`src/rtl/ai_qos_arbiter.sv`:
```
// ai_qos_arbiter: credit-weighted round-robin N-to-1 packet arbiter feeding one output register.
// Latency: 1 cycle from grant (req_valid & req_ready) to out_valid; one packet per cycle while out_ready=1.
// Backpressure: grants only when the output register is empty or draining; optional AI_QOS_ARB_STATS_EN adds grant counters.
module ai_qos_arbiter #(
  parameter int N_REQ     = 4,
  parameter int PKT_WIDTH = 64,
  parameter int WEIGHT_W  = 4,
  localparam int IDX_W    = (N_REQ > 1) ? $clog2(N_REQ) : 1
) (
  input  logic                       clk,
  input  logic                       rst,
  input  logic [N_REQ*PKT_WIDTH-1:0] req_pkt,
  input  logic [N_REQ-1:0]           req_valid,
  output logic [N_REQ-1:0]           req_ready,
  output logic [PKT_WIDTH-1:0]       out_pkt,
  output logic                       out_valid,
  input  logic                       out_ready,
  output logic [IDX_W-1:0]           grant_id,
`ifdef AI_QOS_ARB_STATS_EN
  input  logic [IDX_W-1:0]           stat_idx,
  output logic [31:0]                stat_count,
  input  logic                       stat_clr,
`endif
  input  logic                       cfg_we,
  input  logic [IDX_W-1:0]           cfg_idx,
  input  logic [WEIGHT_W-1:0]        cfg_weight
);

  // Architectural state
  logic [PKT_WIDTH-1:0] out_pkt_q, out_pkt_d;
  logic                 out_valid_q, out_valid_d;
  logic [IDX_W-1:0]     grant_id_q, grant_id_d;
  logic [IDX_W-1:0]     ptr_q, ptr_d;
  logic [WEIGHT_W-1:0]  weight_q [N_REQ];
  logic [WEIGHT_W-1:0]  weight_d [N_REQ];
  logic [WEIGHT_W-1:0]  credit_q [N_REQ];
  logic [WEIGHT_W-1:0]  credit_d [N_REQ];

  // Decision signals
  logic             load;
  logic [N_REQ-1:0] base_elig;
  logic [N_REQ-1:0] cred_elig;
  logic [N_REQ-1:0] use_elig;
  logic             reload;
  logic             gnt_vld;
  logic [IDX_W-1:0] gnt_idx;
  logic [N_REQ-1:0] gnt_oh;
  logic             cfg_hit;

  // Eligibility: a zero weight masks a requester; when every weighted requester is out of
  // credit, the scan uses weights in place of credits (the reload case).
  always_comb begin
    load = !out_valid_q || out_ready;
    for (int i = 0; i < N_REQ; i++) begin
      base_elig[i] = req_valid[i] && (weight_q[i] != '0);
      cred_elig[i] = base_elig[i] && (credit_q[i] != '0);
    end
    reload   = load && !(|cred_elig) && (|base_elig);
    use_elig = reload ? base_elig : cred_elig;
  end

  // Round-robin pick: first eligible index after the last grantee, wrapping modulo N_REQ.
  always_comb begin
    int               p;
    logic [IDX_W-1:0] pidx;
    gnt_vld = 1'b0;
    gnt_idx = '0;
    gnt_oh  = '0;
    p       = 0;
    pidx    = '0;
    if (load && !rst) begin
      for (int k = 1; k <= N_REQ; k++) begin
        p = int'(ptr_q) + k;
        if (p >= N_REQ) begin
          p = p - N_REQ;
        end
        pidx = IDX_W'(p);
        if (!gnt_vld && use_elig[pidx]) begin
          gnt_vld = 1'b1;
          gnt_idx = pidx;
        end
      end
    end
    if (gnt_vld) begin
      gnt_oh[gnt_idx] = 1'b1;
    end
  end

  assign req_ready = gnt_oh;
  assign out_pkt   = out_pkt_q;
  assign out_valid = out_valid_q;
  assign grant_id  = grant_id_q;

  // Next state: output register load/drain, pointer advance, credit consume/reload and weight writes.
  always_comb begin
    logic [WEIGHT_W-1:0] cred_tmp;
    logic                granted;
    logic                hit_i;
    out_valid_d = out_valid_q;
    out_pkt_d   = out_pkt_q;
    grant_id_d  = grant_id_q;
    ptr_d       = ptr_q;
    cred_tmp    = '0;
    granted     = 1'b0;
    hit_i       = 1'b0;
    cfg_hit     = cfg_we && (int'(cfg_idx) < N_REQ);

    if (gnt_vld) begin
      out_valid_d = 1'b1;
      grant_id_d  = gnt_idx;
      ptr_d       = gnt_idx;
    end else if (load) begin
      // Drained with nothing to replace it: packet and id are left as they were.
      out_valid_d = 1'b0;
    end

    for (int i = 0; i < N_REQ; i++) begin
      if (gnt_oh[i]) begin
        out_pkt_d = req_pkt[i*PKT_WIDTH +: PKT_WIDTH];
      end
    end

    for (int i = 0; i < N_REQ; i++) begin
      granted     = gnt_vld && (gnt_idx == IDX_W'(i));
      hit_i       = cfg_hit && (cfg_idx == IDX_W'(i));
      weight_d[i] = weight_q[i];
      cred_tmp    = reload ? weight_q[i] : credit_q[i];
      if (granted && (cred_tmp != '0)) begin
        cred_tmp = cred_tmp - 1'b1;
      end
      if (hit_i) begin
        weight_d[i] = cfg_weight;
        if (reload) begin
          // A reload in the same cycle refills this slot from the new weight.
          cred_tmp = (granted && (cfg_weight != '0)) ? (cfg_weight - 1'b1) : cfg_weight;
        end else if (cfg_weight < cred_tmp) begin
          cred_tmp = cfg_weight;
        end
      end
      credit_d[i] = cred_tmp;
    end
  end

  // State register; reset discards any held word and starts the scan at requester 0.
  always_ff @(posedge clk) begin
    if (rst) begin
      out_valid_q <= 1'b0;
      out_pkt_q   <= '0;
      grant_id_q  <= '0;
      ptr_q       <= IDX_W'(N_REQ - 1);
      for (int i = 0; i < N_REQ; i++) begin
        weight_q[i] <= WEIGHT_W'(1);
        credit_q[i] <= WEIGHT_W'(1);
      end
    end else begin
      out_valid_q <= out_valid_d;
      out_pkt_q   <= out_pkt_d;
      grant_id_q  <= grant_id_d;
      ptr_q       <= ptr_d;
      for (int i = 0; i < N_REQ; i++) begin
        weight_q[i] <= weight_d[i];
        credit_q[i] <= credit_d[i];
      end
    end
  end

`ifdef AI_QOS_ARB_STATS_EN
  logic [31:0] stat_cnt_q [N_REQ];
  logic [31:0] stat_cnt_d [N_REQ];

  // Saturating per-requester grant counters; a clear beats a same-cycle increment.
  always_comb begin
    for (int i = 0; i < N_REQ; i++) begin
      stat_cnt_d[i] = stat_cnt_q[i];
      if (stat_clr) begin
        stat_cnt_d[i] = '0;
      end else if (gnt_oh[i] && (stat_cnt_q[i] != 32'hFFFF_FFFF)) begin
        stat_cnt_d[i] = stat_cnt_q[i] + 32'd1;
      end
    end
  end

  // Counter register, cleared by reset.
  always_ff @(posedge clk) begin
    for (int i = 0; i < N_REQ; i++) begin
      if (rst) begin
        stat_cnt_q[i] <= '0;
      end else begin
        stat_cnt_q[i] <= stat_cnt_d[i];
      end
    end
  end

  assign stat_count = (int'(stat_idx) < N_REQ) ? stat_cnt_q[stat_idx] : 32'd0;
`else
  // Counters compiled out: grant activity is observable only through req_ready / grant_id.
`endif

endmodule

```
`config.mk`:
```
export PLATFORM = sky130hd
export DESIGN_NAME = ai_qos_arbiter
export DESIGN_NICKNAME = d
export VERILOG_FILES = /design/src/rtl/ai_qos_arbiter.sv
export SDC_FILE = /design/constraint.sdc
export NUM_CORES = 1
export LEC_CHECK = 0
export CORE_UTILIZATION = 38
export CTS_CLUSTER_SIZE = 40
export DETAILED_ROUTE_END_ITERATION = 7
export PLACE_DENSITY = 0.76
export SYNTH_ARGS = -nofsm -noshare
export SYNTH_HDL_FRONTEND = slang
export SYNTH_SLANG_ARGS = --single-unit
```
`constraint.sdc`:
```
create_clock -name clk -period 4.55 [get_ports clk]
set_input_delay 0.6825 -clock clk [delete_from_list [all_inputs] [get_ports clk]]
set_output_delay 0.6825 -clock clk [all_outputs]
set_load 0.005 [all_outputs]
```
==> reports/qor_table.md, run 1 <==
| Result | Reported | Unit |
|---|---|---|
| Post-layout minimum cycle time | 4426 | ps |
| Count of nets left with antenna violations after detail routing | 0 | - |
| Ys Warns | 0 | - |
| CP Buf/Inv Count | 3 | - |
| # DRC | 0 | - |
| Share of synthesized flip-flops with an asynchronous set or reset | 0 | - |
| Metal3 WL | 3.130 | mm |
| Share of post-route cells with drive strength above 1 | 0.1211 | - |
| Setup violation total in the final timing report | 0 | - |
| Count of vias placed by the detailed router | 9256 | - |
| Number of DRC violations after detailed-routing iteration 0 | 742 | - |
| Slowest library cell on the worst path | clkdlybuf4s50_1 | - |
| Starting Density | 0.3887 | - |
| Vias in the first global route | 8417 | - |
| Area of the die | 0.01899 | mm² |
| Chip width | 137.8 | µm |
| Post-synthesis register bit count | 101 | - |
| Classification of the worst-slack hold path | reg2reg | - |
| Clock latency reported for the late side of the worst-skew pair | 370 | ps |
| Path type of the worst setup path | in2reg | - |
| Measured slew at the worst slew-check pin | 985.9 | ps |
| DR vias/cell | 6.018 | - |
| Multi-input gate area | 0.004797 | mm² |
| Setup repair after global routing missed its margin | yes | - |
| Leading register cell type out of synthesis | dfxtp_1 | - |
| Reg clk slew, reported paths | 70 | ps |
| Cell class contributing the biggest share of worst-path delay | compound AO/OA/AOI/OAI gates | - |
| Core ar. | 0.01802 | mm² |
| Worst supply voltage drop on vdd | 290.7 | µV |
| Number of cells produced by synthesis | 951 | - |
| Syn Nets | 1242 | - |
| Ratio of total power to cell area | 380.9 | mW/mm² |
| Number of CTS-inserted buffers | 9 | - |
| Net count, final | 1591 | - |
| Sequential cell area | 0.002022 | mm² |
| Largest net degree at the start of global routing | 107 | - |
| Cell taking the most area after synthesis | dfxtp_1 | - |
| Number of inserted filler cells in the final layout | 1582 | - |
| LEAKAGE | 0.004325 | µW |
| Outcome | finished, final reports clean | - |
| Final Power | 4417 | µW |
| Worst hold path startpoint | out_pkt[25] | - |
| Syn Std Cell Area | 0.007007 | mm² |
| Number of enable-type register cells in the synthesized netlist | 0 | - |
| Capturing element type of the critical path | flop | - |
| Final Hold Vio Count | 0 | - |
| Average size of a mapped cell | 7.368 | µm² |
| Start point of the critical path | req_valid[0] | - |
| Final Slew Violations | 0 | - |
| Global-route wire length before repair | 46.64 | mm |
| Antenna violations before repair | 5 | - |
| Worst clock skew on the final layout | 14.30 | ps |
| Height of the die | 137.8 | µm |
| Post-route fraction of the period consumed by the critical path | 0.9728 | - |
| Leftover overflow at the end of global routing | 0 | - |
| Start of the worst register-to-register path | weight_q[0][0] | - |
| Required @ worst endpoint | 4790 | ps |
| Port-buffer cells | 340 | - |
| Root cell of the clock tree | clkbuf_16 | - |
| Global Route Usage Sum | 0.3225 | - |
| Leading post-synthesis cells by cell area | dfxtp_1 (29%), nand3_1 (9.9%), a221oi_1 (8.5%) | - |
| Post-detailed-placement cell area | 0.01114 | mm² |
| Longest individual stage delay on the worst path | 460 | ps |
| Clock tree from TritonCTS | built | - |
| Area share of the leading cell type in the synthesized netlist | 0.2886 | - |
| Final design area excluding fillers | 0.01160 | mm² |
| Max-cap violations | 0 | - |
| Crit path max fanout | 4 | - |
| Minimum setup slack in the final design | 123.7 | ps |
| Sinks on the clock net | 101 | - |
| Post-DR wirelength/cell | 20.98 | µm |
| Sequential fraction of the synthesis area | 0.2886 | - |
| Maximum clock frequency | 225.9 | MHz |
| Netlist cell types | 70 | - |
| Cells along the critical path | clkdlybuf4s50_1 -> o41ai_2 -> buf_4 -> o221ai_2 -> or3_4 -> mux2i_4 -> ha_2 -> nand2_1 -> nor4_2 -> a311o_1 -> nor3_4 -> a41o_1 -> ha_4 -> a21o_4 -> nor3_2 -> inv_1 -> a211oi_2 -> a211oi_2 -> nor4_2 -> a211oi_1 | - |
| GPL Wtd Cong | 0.9547 | - |
| Relative slew slack | 0.3427 | - |
| DPL Wire Length | 23.45 | mm |
| Post-synthesis to final-layout area growth | 65.54 | % |
| Worst-case setup slack after placement | -407.9 | ps |
| Count of TritonRoute iterations in the first routing pass | 6 | - |
| Maximum number of buffers from clock root to sink | 2 | - |
| Total routed wirelength | 32.27 | mm |
| Uppermost metal layer occupied by signal nets | met5 | - |
| Worst endpoint data arrival time | 4670 | ps |
| Number of placement rows | 49 | - |
| Length of routed met2 wiring | 15.28 | mm |
| Top-level I/O count | 341 | - |
| Routed length on met1 | 12.58 | mm |
| Startpoint type of the worst setup path | input port | - |
| H-tree levels | 3 | - |
-- registers in the layout, summed over array words and instances (netlist names) --
signal     count
credit_q      16
grant_id       2
out_pkt       64
out_valid      1
ptr_q          2
weight_q      16
-- layout make-up --
type | count | share of cell area
Antenna cell | 4 | 0.0008630
Clock buffer | 10 | 0.01974
Clock inverter | 6 | 0.008091
Inverter | 17 | 0.005502
Multi-Input combinational cell | 744 | 0.4136
Sequential cell | 101 | 0.1743
Tap cell | 229 | 0.02470
Timing Repair Buffer | 427 | 0.3532
-- through the flow --
step,TNS [ps],hold WS (ps),std cells,util
after floorplan,-173.0,448.7,951,-
after CTS,0,462.6,1531,0.6365
after global routing,-44.09,484.1,1538,0.6435
final,0,457.7,1538,0.6435
after global placement,-1681,440.6,1515,0.6181
after detailed placement,-3297,442.5,1515,0.6181
-- path summary, 6_finish.rpt --
check,to,slack [ps],cells past startpoint
max,credit_q[0][1],120,20
min,out_pkt[25],460,2
max reg2reg,credit_q[0][1],160,19
min reg2reg,out_pkt[25],460,2
-- Yosys cell counts, drive strengths merged (5+ instances only) --
| library cell | number |
|---|---|
| nand3 | 139 |
| nand2 | 120 |
| a21oi | 101 |
| dfxtp | 101 |
| o21ai | 79 |
| clkbuf | 76 |
| a221oi | 68 |
| nor2 | 28 |
| mux2i | 22 |
| ha | 21 |
| nor3 | 19 |
| inv | 16 |
| a31oi | 13 |
| buf | 13 |
| nor4 | 9 |
| o22ai | 6 |
| or3 | 6 |
| xnor2 | 6 |
| a211oi | 5 |
| and3 | 5 |
| mux2 | 5 |
| o211ai | 5 |
| o41ai | 5 |
-- metal layers --
layer  global-route usage  vias up
met5                    0        -
met4               0.1347        2
met3              0.08131       91
met2               0.5282      498
met1               0.4000     4343
li1                     -     4322
-- logic make-up after synthesis --
family / Yosys count / synth area share
AND/OR/NAND/NOR: 360 / 0.2471
AO/OA/AOI/OAI: 329 / 0.3189
buffers and inverters: 106 / 0.05964
flip-flops: 101 / 0.2886
multiplexers: 27 / 0.03946
adder cells (fa/ha/maj): 21 / 0.03750
XOR/XNOR: 7 / 0.008750
-- tightest hold or removal path, delay by kind of cell (launching register included) --
kind | cells | cell delay [ps]
AOI/OAI and AO/OA | 1 | 50
and+or+nand+nor | 1 | 50
DFF | 1 | 310
-- cells in the final DEF (no fill, tap or decap), types with 5 or more instances in the layout --
master and instances:
ha_1 18, o21ai_1 11, buf_4 84, and3_1 5, inv_1 16, nor2_1 26
clkdlybuf4s50_1 339, dfxtp_1 101, nand2_1 118, o22ai_1 5, o211ai_1 5, o21ai_0 66
a21oi_1 100, a221oi_1 68, clkbuf_16 9, nor4_2 5, xnor2_1 5, nor3_1 15
mux2i_1 18, a31oi_1 12, nand3_1 139
-- where the power goes --
part	switching [µW]	internal, µW
logic	1260	1100
registers	114	1060
clock network	394	489
total	1770	2650
-- what timing repair did --
item / in CTS / in global routing
gates resized for setup: 2 / 18
pin swaps: 0 / 6
buffers inserted: 0 / 3
hold buffers: 0 / 0
setup endpoints to repair: 3 / 9
Note: power is estimated with default switching activity, not from simulation.
==> inputs of run 2 (changes only) <==
--- a/config.mk
+++ b/config.mk
@@ -5,7 +5,9 @@
 export SDC_FILE = /design/constraint.sdc
 export NUM_CORES = 1
 export LEC_CHECK = 0
-export CORE_UTILIZATION = 38
+export CELL_PAD_IN_SITES_DETAIL_PLACEMENT = 0
+export CELL_PAD_IN_SITES_GLOBAL_PLACEMENT = 1
+export CORE_UTILIZATION = 26
 export CTS_CLUSTER_SIZE = 40
 export DETAILED_ROUTE_END_ITERATION = 7
 export PLACE_DENSITY = 0.76
==> run 2 against run 1 <==
Against the previous run:
- the flow now finishes with violations (design-rule violations)
- sequential power is essentially flat
- global-route usage down 8.5 points
- die area increased by 45%
- clock skew down 2.7 ps
- first-iteration DRC count decreased by 9.8%
- worst setup slack better by 15 ps
- sequential share of layout area is 0.32 points lower
- wire length is 5.6% higher
- clock power down 12%
==> reports/qor_table.md, run 2 (synthesis results as in run 1) <==
| Result | Reported | Unit | vs previous |
|---|---|---|---|
| Final setup TNS | 0 | ps | unchanged |
| Count of nets left with antenna violations after detail routing | 0 | - | unchanged |
| Worst endpoint data arrival time | 4660 | ps | about the same |
| Sinks on the clock net | 101 | - | unchanged |
| Diodes inserted | 0 | - | -4 |
| Number of inserted filler cells in the final layout | 2665 | - | +68% |
| Outcome | finished, violations left | - |  |
| Multi-input gate area | 0.004781 | mm² | -0.34% |
| Post-detailed-placement cell area | 0.01141 | mm² | +2.4% |
| Setup violation total in the final timing report | 0 | - | unchanged |
| Capturing element type of the critical path | flop | - |  |
| Final Slew Violations | 0 | - | unchanged |
| Worst hold endpoint | out_pkt[54] | - |  |
| Worst supply voltage drop on vdd | 184.2 | µV | -37% |
| Clock tree from TritonCTS | built | - |  |
| Hold Path Stages | 2 | - | unchanged |
| Post-DR wirelength/cell | 20.51 | µm | -2.2% |
| Final Power | 4376 | µW | -0.94% |
| Sequential cell area | 0.002024 | mm² | +0.12% |
| Cells along the critical path | o41ai_4 -> buf_4 -> o22ai_2 -> or3_4 -> mux2i_4 -> ha_2 -> nand2_1 -> nor4_1 -> a311o_1 -> nor3_4 -> buf_4 -> mux2_4 -> ha_4 -> or2_4 -> a31oi_4 -> or2_4 -> o21ai_4 -> a221o_1 | - |  |
| Part of the total power dissipated in sequential elements | 0.269 | - | +0.003 |
| Area of the die | 0.02761 | mm² | +45% |
| GPL Wtd Cong | 0.8963 | - | -6.1% |
| Endpoint of the worst-slack reg-to-reg timing path | credit_q[0][0] | - |  |
| Longest individual stage delay on the worst path | 450 | ps | about the same |
| Post-synthesis to final-layout area growth | 68.86 | % |  |
| Height of the die | 166.2 | µm | +21% |
| Crit path max fanout | 5 | - | +1 |
| Chip width | 166.2 | µm | +21% |
| Clock latency reported for the late side of the worst-skew pair | 370 | ps | about the same |
| CP Buf/Inv Count | 2 | - | -1 |
| Start of the worst register-to-register path | weight_q[3][2] | - |  |
| Number of CTS-inserted buffers | 9 | - | unchanged |
| Quantity of hold-fixing buffers added after cts | 0 | - | unchanged |
| Net count, final | 1612 | - | +1.3% |
| Worst reg2reg path depth | 18 | - | -1 |
| DPL Wire Length | 25.44 | mm | +8.5% |
| Global-route wire length before repair | 50.85 | mm | +9.0% |
| Reg clk slew, reported paths | 80 | ps | about the same |
| Largest net degree at the start of global routing | 115 | - | +7.5% |
| Antenna violations before repair | 2 | - | -3 |
| Port-buffer cells | 340 | - | unchanged |
| Number of DRC violations after detailed-routing iteration 0 | 669 | - | -9.8% |
| Starting Density | 0.2666 | - | -0.1221 |
| Commonest non-fill, non-tap cells in the layout | clkdlybuf4s50_1 (336), nand3_1 (139), nand2_1 (119) | - |  |
| Reported net switching power | 1799 | µW | +1.7% |
| Max-cap violations | 0 | - | unchanged |
| Final design area excluding fillers | 0.01183 | mm² | +2.0% |
| Total routed wirelength | 34.07 | mm | +5.6% |
| Share of power burned in the clock network | 0.177 | - | -0.023 |
| Cell class contributing the biggest share of worst-path delay | compound AO/OA/AOI/OAI gates | - |  |
| Slowest library cell on the worst path | or3_4 | - |  |
| Minimum setup slack in the final design | 138.4 | ps | +14.72 ps |
| Maximum number of buffers from clock root to sink | 2 | - | unchanged |
| LEAKAGE | 0.004447 | µW | +2.8% |
| Count of vias placed by the detailed router | 9041 | - | -2.3% |
| Ratio of total power to cell area | 369.9 | mW/mm² | -2.9% |
| Switching Fraction | 0.4111 | - | +0.01062 |
| Internal power | 2577 | µW | -2.7% |
| Final Hold Vio Count | 0 | - | unchanged |
| Leftover overflow at the end of global routing | 0 | - | unchanged |
| Number of placement rows | 59 | - | +20% |
| Flip-flop count of the largest register, all copies and words added | 64 | - | unchanged |
| Share of post-route cells with drive strength above 1 | 0.1327 | - | +0.01166 |
| Failing checks | design-rule violations | - |  |
| Worst clock skew on the final layout | 11.57 | ps | -2.727 ps |
| DR vias/cell | 5.443 | - | -9.6% |
| Gate power share | 0.554 | - | +0.020 |
| Root cell of the clock tree | clkbuf_16 | - |  |
| # DRC | 14 | - | +14 |
| Startpoint type of the worst setup path | flop | - |  |
| Most frequent standard cell in the layout excluding fill and tap cells | clkdlybuf4s50_1 | - |  |
| Worst-case setup slack after placement | -453.4 | ps | -45.52 ps |
| Required @ worst endpoint | 4800 | ps | about the same |
| Core ar. | 0.02628 | mm² | +46% |
| Top-level I/O count | 341 | - | unchanged |
| Post-layout minimum cycle time | 4412 | ps | -14.72 ps |
| Path type of the worst setup path | reg2reg | - |  |
| Final Core Density | 0.4502 | - | -0.1933 |
| Setup slack on the worst flop-to-flop path | 140 | ps | -20 ps |
| Classification of the worst-slack hold path | reg2reg | - |  |
| Post-route fraction of the period consumed by the critical path | 0.9696 | - | -0.003235 |
| Relative slew slack | 0.3206 | - | -0.02213 |
| Count of TritonRoute iterations in the first routing pass | 7 | - | +1 |
| Vias in the first global route | 8591 | - | +2.1% |
| Measured slew at the worst slew-check pin | 1019 | ps | +33.19 ps |
| Global Route Usage Sum | 0.2374 | - | -0.08507 |
| Worst hold path startpoint | out_pkt[54] | - |  |
| H-tree levels | 3 | - | unchanged |
| Maximum clock frequency | 226.7 | MHz | +0.33% |
run 2: cell types whose count changed in the layout (fill, tap and decap cells not counted), moves of 2 or more:
cell	change
buf_4	+21
mux2i_1	+3
dfxtp_2	+2
dlymetal6s2s_1	+3
dfxtp_1	-2
mux2i_4	-2
clkdlybuf4s50_1	-3
diode_2	-4
bufinv_16	-2
run 2: power by group through the flow:
| stage | logic [µW] | registers (µW) | clock network (µW) |
|---|---|---|---|
| 2_1_floorplan | 1160 | 1190 | 0 |
| 3_3_place_gp | 2400 | 1180 | 0 |
| 3_5_place_dp | 2400 | 1190 | 0 |
| 4_1_cts | 2410 | 1180 | 797 |
| 5_1_grt | 2620 | 1200 | 826 |
| 6_report | 2420 | 1180 | 776 |
run 2: area by class of cell:
type / instances / share of cell area
Inverter: 17 / 0.005393
Tap cell: 335 / 0.03543
Clock inverter: 6 / 0.004442
Multi-Input combinational cell: 744 / 0.4041
Sequential cell: 101 / 0.1711
Clock buffer: 10 / 0.01935
Timing Repair Buffer: 448 / 0.3602
run 2: worst min-delay path, delay by kind of cell (launching register included):
family,cells,cell delay (ps)
flops,1,310
compound gates,1,50
simple gates,1,60
run 2: routing by layer:
layer | vias to the layer above | wire, µm | global-route usage
li1 | 4349 | - | -
met1 | 4287 | 14380 | 0.2937
met2 | 348 | 16410 | 0.4041
met3 | 53 | 2320 | 0.04886
met4 | 4 | 935 | 0.08858
met5 | - | 27 | 0
run 2: timing repair:
item | in CTS | in global routing
gates resized for setup | 1 | 16
buffers inserted | 1 | 7
setup endpoints to repair | 3 | 4
pin swaps | 3 | 9
run 2: worst max path at each step:
stage | from | end | slack, ps | depth (start not counted)
floorplan | req_valid[3] | credit_q[0][0] | -90 | 21
global placement | req_valid[2] | credit_q[0][0] | -310 | 18
detailed placement | req_valid[2] | credit_q[0][2] | -450 | 19
CTS | req_valid[2] | credit_q[0][2] | 40 | 19
global route | weight_q[3][2] | credit_q[0][0] | -5 | 18
finish | weight_q[3][2] | credit_q[0][0] | 140 | 18
run 2: stage by stage:
step	hold slack, ps	instances
final	460.6	1661
after floorplan	448.7	951
after detailed placement	447.0	1637
after CTS	463.9	1654
after global placement	441.0	1637
after global routing	482.9	1661
